### src/rtl/stack_ctrl.sv
// Stack pointer sequencer: turns push/pop/load requests into
// ordered SP pulses and handshaked data-memory accesses.
module stack_ctrl #(
  parameter int unsigned          DATA_W      = 16,
  parameter logic [DATA_W-1:0]    STACK_BASE  = '0,
  parameter logic [DATA_W-1:0]    STACK_LIMIT = 'h0100
) (
  input  logic              clock,
  input  logic              reset,
  input  logic              push_req,
  input  logic              pop_req,
  input  logic              load_req,
  input  logic [DATA_W-1:0] push_data,
  input  logic [DATA_W-1:0] load_val,
  input  logic [DATA_W-1:0] sp,
  output logic              sp_inc,
  output logic              sp_dec,
  output logic              sp_write,
  output logic [DATA_W-1:0] sp_wdata,
  output logic [DATA_W-1:0] mem_addr,
  output logic [DATA_W-1:0] mem_wdata,
  output logic              mem_we,
  output logic              mem_re,
  input  logic              mem_ready,
  input  logic [DATA_W-1:0] mem_rdata,
  output logic [DATA_W-1:0] pop_data,
  output logic              busy,
  output logic              done,
  output logic              overflow,
  output logic              underflow
);

  typedef enum logic [2:0] {
    S_IDLE,
    S_PUSH_MEM,
    S_PUSH_INC,
    S_POP_DEC,
    S_POP_MEM,
    S_POP_DONE,
    S_LOAD
  } state_e;

  state_e            state_q, state_d;
  logic [DATA_W-1:0] data_q, data_d;
  logic [DATA_W-1:0] pop_data_q, pop_data_d;
  logic              ovf_q, ovf_d;
  logic              unf_q, unf_d;

  // State and latched operand registers
  always_ff @(posedge clock) begin
    if (reset) begin
      state_q    <= S_IDLE;
      data_q     <= '0;
      pop_data_q <= '0;
      ovf_q      <= 1'b0;
      unf_q      <= 1'b0;
    end else begin
      state_q    <= state_d;
      data_q     <= data_d;
      pop_data_q <= pop_data_d;
      ovf_q      <= ovf_d;
      unf_q      <= unf_d;
    end
  end

  // Next state: accept in IDLE only, load > push > pop
  always_comb begin
    state_d    = state_q;
    data_d     = data_q;
    pop_data_d = pop_data_q;
    ovf_d      = 1'b0;
    unf_d      = 1'b0;
    unique case (state_q)
      S_IDLE: begin
        if (load_req) begin
          state_d = S_LOAD;
          data_d  = load_val;
        end else if (push_req) begin
          if (sp == STACK_LIMIT) begin
            ovf_d = 1'b1;
          end else begin
            state_d = S_PUSH_MEM;
            data_d  = push_data;
          end
        end else if (pop_req) begin
          if (sp == STACK_BASE) begin
            unf_d = 1'b1;
          end else begin
            state_d = S_POP_DEC;
          end
        end
      end
      S_PUSH_MEM: if (mem_ready) state_d = S_PUSH_INC;
      S_PUSH_INC: state_d = S_IDLE;
      S_POP_DEC:  state_d = S_POP_MEM;
      S_POP_MEM: begin
        if (mem_ready) begin
          pop_data_d = mem_rdata;
          state_d    = S_POP_DONE;
        end
      end
      S_POP_DONE: state_d = S_IDLE;
      S_LOAD:     state_d = S_IDLE;
      default:    state_d = S_IDLE;
    endcase
  end

  // Outputs decoded from state and latched operand
  always_comb begin
    sp_inc    = 1'b0;
    sp_dec    = 1'b0;
    sp_write  = 1'b0;
    sp_wdata  = '0;
    mem_addr  = '0;
    mem_wdata = '0;
    mem_we    = 1'b0;
    mem_re    = 1'b0;
    done      = 1'b0;
    unique case (state_q)
      S_PUSH_MEM: begin
        mem_we    = 1'b1;
        mem_addr  = sp;
        mem_wdata = data_q;
      end
      S_PUSH_INC: begin
        sp_inc = 1'b1;
        done   = 1'b1;
      end
      S_POP_DEC: sp_dec = 1'b1;
      S_POP_MEM: begin
        mem_re   = 1'b1;
        mem_addr = sp;
      end
      S_POP_DONE: done = 1'b1;
      S_LOAD: begin
        sp_write = 1'b1;
        sp_wdata = data_q;
        done     = 1'b1;
      end
      default: ;
    endcase
  end

  assign busy      = (state_q != S_IDLE);
  assign pop_data  = pop_data_q;
  assign overflow  = ovf_q;
  assign underflow = unf_q;

endmodule

### config.mk
export PLATFORM = sky130hd
export DESIGN_NAME = stack_ctrl
export DESIGN_NICKNAME = d
export VERILOG_FILES = /design/src/rtl/stack_ctrl.sv
export SDC_FILE = /design/constraint.sdc
export NUM_CORES = 1
export LEC_CHECK = 0
export ABC_AREA = 1
export CORE_MARGIN = 5
export CORE_UTILIZATION = 36
export CTS_CLUSTER_DIAMETER = 30
export CTS_CLUSTER_SIZE = 12
export DETAILED_ROUTE_END_ITERATION = 12
export GPL_ROUTABILITY_DRIVEN = 0
export PLACE_DENSITY = 0.81
export SLEW_MARGIN = 20
export SYNTH_ARGS = -nofsm -noshare
export SYNTH_HDL_FRONTEND = slang
export SYNTH_SLANG_ARGS = --single-unit
### constraint.sdc
create_clock -name clock -period 2 [get_ports clock]
set_input_delay 0.6 -clock clock [delete_from_list [all_inputs] [get_ports clock]]
set_output_delay 0.6 -clock clock [all_outputs]
set_load 0.02 [all_outputs]
==> results.sh <==
export IMPL_outcome="finished, violations left"
export IMPL_violations="negative setup slack"
export IMPL_setup_viol=5
export IMPL_area_growth_pct=80.6
export IMPL_hold_path_class="reg2reg"
export IMPL_grt_pass1_vias=2562
export IMPL_p_total_uw=4640
export IMPL_startpoint="state_q[1]"
export IMPL_dp_slack_ns=-0.453
export IMPL_die_area_sq_um=7500
export IMPL_ctsRootBufferMaster="clkbuf_8"
export IMPL_pwr_density_cell_nw_per_um2=1220
export IMPL_cts_buffers=5
export IMPL_final_nets=574
export IMPL_cp_cell_sequence="inv_2 > nand3_2 > nand2_2 > clkinvlp_4 > buf_12 > nor2_1 > buf_4"
export IMPL_vdd_drop_max_mv=0.582
export IMPL_combinationalPowerShare_pct=59.6
export IMPL_max_freq_mhz=494
export IMPL_start_util_pct=36.3
export IMPL_grt_pass1_wl_um=11600
export IMPL_cts_tree="done"
export IMPL_ant_nets=0
export IMPL_cell_internal_pwr_uw=2640
export IMPL_fin_crit_ns=2.02
export IMPL_synth_edf_count=0
export IMPL_multi_input_comb_area_sq_um=1140
export IMPL_relSlewSlack_pct=84.2
export IMPL_p_switching_uw=2000
export IMPL_num_rows=28
export IMPL_leakage_uw=0.00178
export IMPL_drive_gt1_share_pct=26.5
export IMPL_yosysSeqAreaShare_pct=35.1
export IMPL_vias=2634
export IMPL_critPathTopFamily="buffers and inverters"
export IMPL_core_area_sq_um=5820
export IMPL_yosysMostFrequentCell="nor2_1"
export IMPL_cts_sinks=37
export IMPL_synth_largest_area_cell="dfxtp_1"
export IMPL_dpl_cell_area_sq_um=3700
export IMPL_gr_total_overflow=0
export IMPL_htreeDepth=2
export IMPL_synth_distinct_cells=24
export IMPL_drc=0
export IMPL_rr_startpoint="state_q[2]"
export IMPL_synth_seq_cells=37
export IMPL_ioPinCount=143
export IMPL_fin_ws_ns=-0.0247
export IMPL_hold_viol_final=0
export IMPL_die_h_um=86.6
export IMPL_worst_pin_slew_ns=0.237
export IMPL_grt_max_degree=20
export IMPL_antenna_cells=0
export IMPL_register_area_sq_um=747
export IMPL_cp_slowest_cell="dfxtp_2"
export IMPL_finalInstanceArea_sq_um=3820
export IMPL_placement_io_buffers=142
export IMPL_synthCells=345
export IMPL_crit_arrival_ns=1.42
export IMPL_synth_area_leaders="dfxtp_1 (35%), nor2_1 (16%), nand2_1 (14%), inv_1 (6.9%), nand3_1 (4.7%)"
export IMPL_slew_violations=0
export IMPL_clkPwrFrac_pct=16.8
export IMPL_switching_share_pct=43.2
export IMPL_worstPathMaxFanout=16
export IMPL_syn_nets=415
export IMPL_synthFlopType="dfxtp_1"
export IMPL_drt_wirelength_per_cell_um=12.1
export IMPL_fillers=515
export IMPL_maxCapViolations=0
export IMPL_clkSlewWorstSetupHoldPaths_ns=0.08
export IMPL_required_ns=1.40
export IMPL_fin_crit_sh_pct=101
export IMPL_worst_clock_skew_ns=0.00500
export IMPL_endpoint_kind="output port"
export IMPL_dp_hpwl_um=5490
export IMPL_routed_wl_um=7030
export IMPL_synthArstFlopShare_pct=0
export IMPL_synth_area_sq_um=2110
export IMPL_synth_top_area_share_pct=35.1
export IMPL_clock_latency_ns=0.29
export IMPL_yosys_warnings=0
export IMPL_power_frac_seq_pct=23.6
export IMPL_critical_path_class="reg2out"
export IMPL_die_w_um=86.6
export IMPL_rsz0062_at_grt="true"
export IMPL_antenna_found_initial=0
export IMPL_cp_start_kind="flip-flop"
export IMPL_track_usage_pct=18.9
export IMPL_holdCritStartpoint="pop_data[11]"
export IMPL_drtIter0Drc=71
export IMPL_drt_vias_per_instance=4.54
export IMPL_drt_pass1_iter_count=4
export IMPL_clockBufferDepth=2
export IMPL_syn_area_per_cell_sq_um=6.13
export IMPL_crit_buf_inv=4
export IMPL_max_stage_delay_ns=0.34
export IMPL_synth_top_cells_by_count="nor2_1 (89), nand2_1 (79), inv_1 (39), dfxtp_1 (37), nand3_1 (20)"
[sequential cells by signal, summed over array words and instances (netlist names)]
register / count
data_q: 16
pop_data: 16
overflow: 1
state_q: 3
underflow: 1
[tightest hold or removal path, cell delays in order (launching register included)]
cell,delay (ns)
dfxtp_1,0.31
nand2_1,0.06
a21oi_1,0.05
[power groups by stage]
stage                     clock network (uW)  registers, uW  logic, uW
after floorplan                            0           1120       1530
after global placement                     0           1090       2600
after detailed placement                   0           1090       2640
after CTS                                797           1100       2670
after global routing                     826           1130       3040
final                                    781           1100       2760
[final cells by class]
| cell class | count | share of cell area (%) |
|---|---|---|
| clock inverters | 3 | 1.80 |
| clock buffers | 5 | 1.80 |
| flip-flops and latches | 37 | 19.6 |
| repair buffers | 167 | 39.6 |
| well taps | 75 | 2.46 |
| multi-input cells | 247 | 30.0 |
| inverters | 46 | 4.82 |
[cells in the final DEF (no fill, tap or decap)]
cell type | synthesis | final
inv_4 | 1 | 1
nand2_1 | 79 | 77
inv_2 | 6 | 7
o21ai_0 | 10 | 10
clkbuf_2 | 0 | 8
nor2_4 | 1 | 2
nand2_2 | 1 | 3
nor4_1 | 1 | 1
inv_1 | 39 | 36
dfxtp_4 | 0 | 1
clkdlybuf4s15_1 | 0 | 3
buf_6 | 2 | 11
nor2_2 | 13 | 26
clkinvlp_4 | 0 | 1
nand3_2 | 3 | 3
mux2i_1 | 2 | 2
clkdlybuf4s15_2 | 0 | 2
inv_6 | 0 | 2
nor2_1 | 89 | 75
a21oi_1 | 18 | 18
dfxtp_1 | 37 | 34
buf_4 | 2 | 42
bufinv_16 | 0 | 2
nand3_1 | 20 | 20
buf_2 | 6 | 10
o21ai_1 | 6 | 6
dlygate4sd2_1 | 0 | 2
nor3_2 | 0 | 1
dfxtp_2 | 0 | 2
clkbuf_8 | 0 | 5
buf_12 | 1 | 2
clkdlybuf4s50_1 | 0 | 87
nand2_4 | 3 | 3
[final timing paths]
check	to	slack, ns	cells past startpoint
worst max-delay path	mem_addr[11]	-0.02	7
worst min-delay path	pop_data[11]	0.46	2
worst max register to register	data_q[8]	0.61	11
worst min register to register	pop_data[11]	0.46	2
[layer usage]
metal  GRT usage, %  routed length (um)
met5              0                   0
met4           3.40                  48
met3           5.04                 647
met2           34.3                3410
met1           22.3                2920
[logic make-up after synthesis]
family | share of synthesized area, %
AND/OR/NAND/NOR | 42.8
buffers and inverters | 13.1
flip-flops | 35.1
AO/OA/AOI/OAI | 8.05
multiplexers | 0.947
[what timing repair did]
action                                  in CTS  in global routing
endpoints found under the setup margin      55                 50
resized for setup                          212                 55
buffers inserted                             2                  2
hold buffers                                 0                  0
endpoints found under the hold margin        0                  0
pin swaps                                    1                  1
[stage by stage]
| step | hold WS [ns] | setup TNS (ns) | util (%) | instances |
|---|---|---|---|---|
| 2_1_floorplan | 0.454 | -0.403 | - | 345 |
| 3_3_place_gp | 0.448 | -13.85 | 63.6 | 568 |
| 3_5_place_dp | 0.453 | -15.49 | 63.6 | 568 |
| 4_1_cts | 0.466 | -0.174 | 64.9 | 578 |
| 5_1_grt | 0.489 | -2.25 | 65.6 | 580 |
| 6_report | 0.462 | -0.0710 | 65.6 | 580 |
Power figures use the tool's default switching activity.
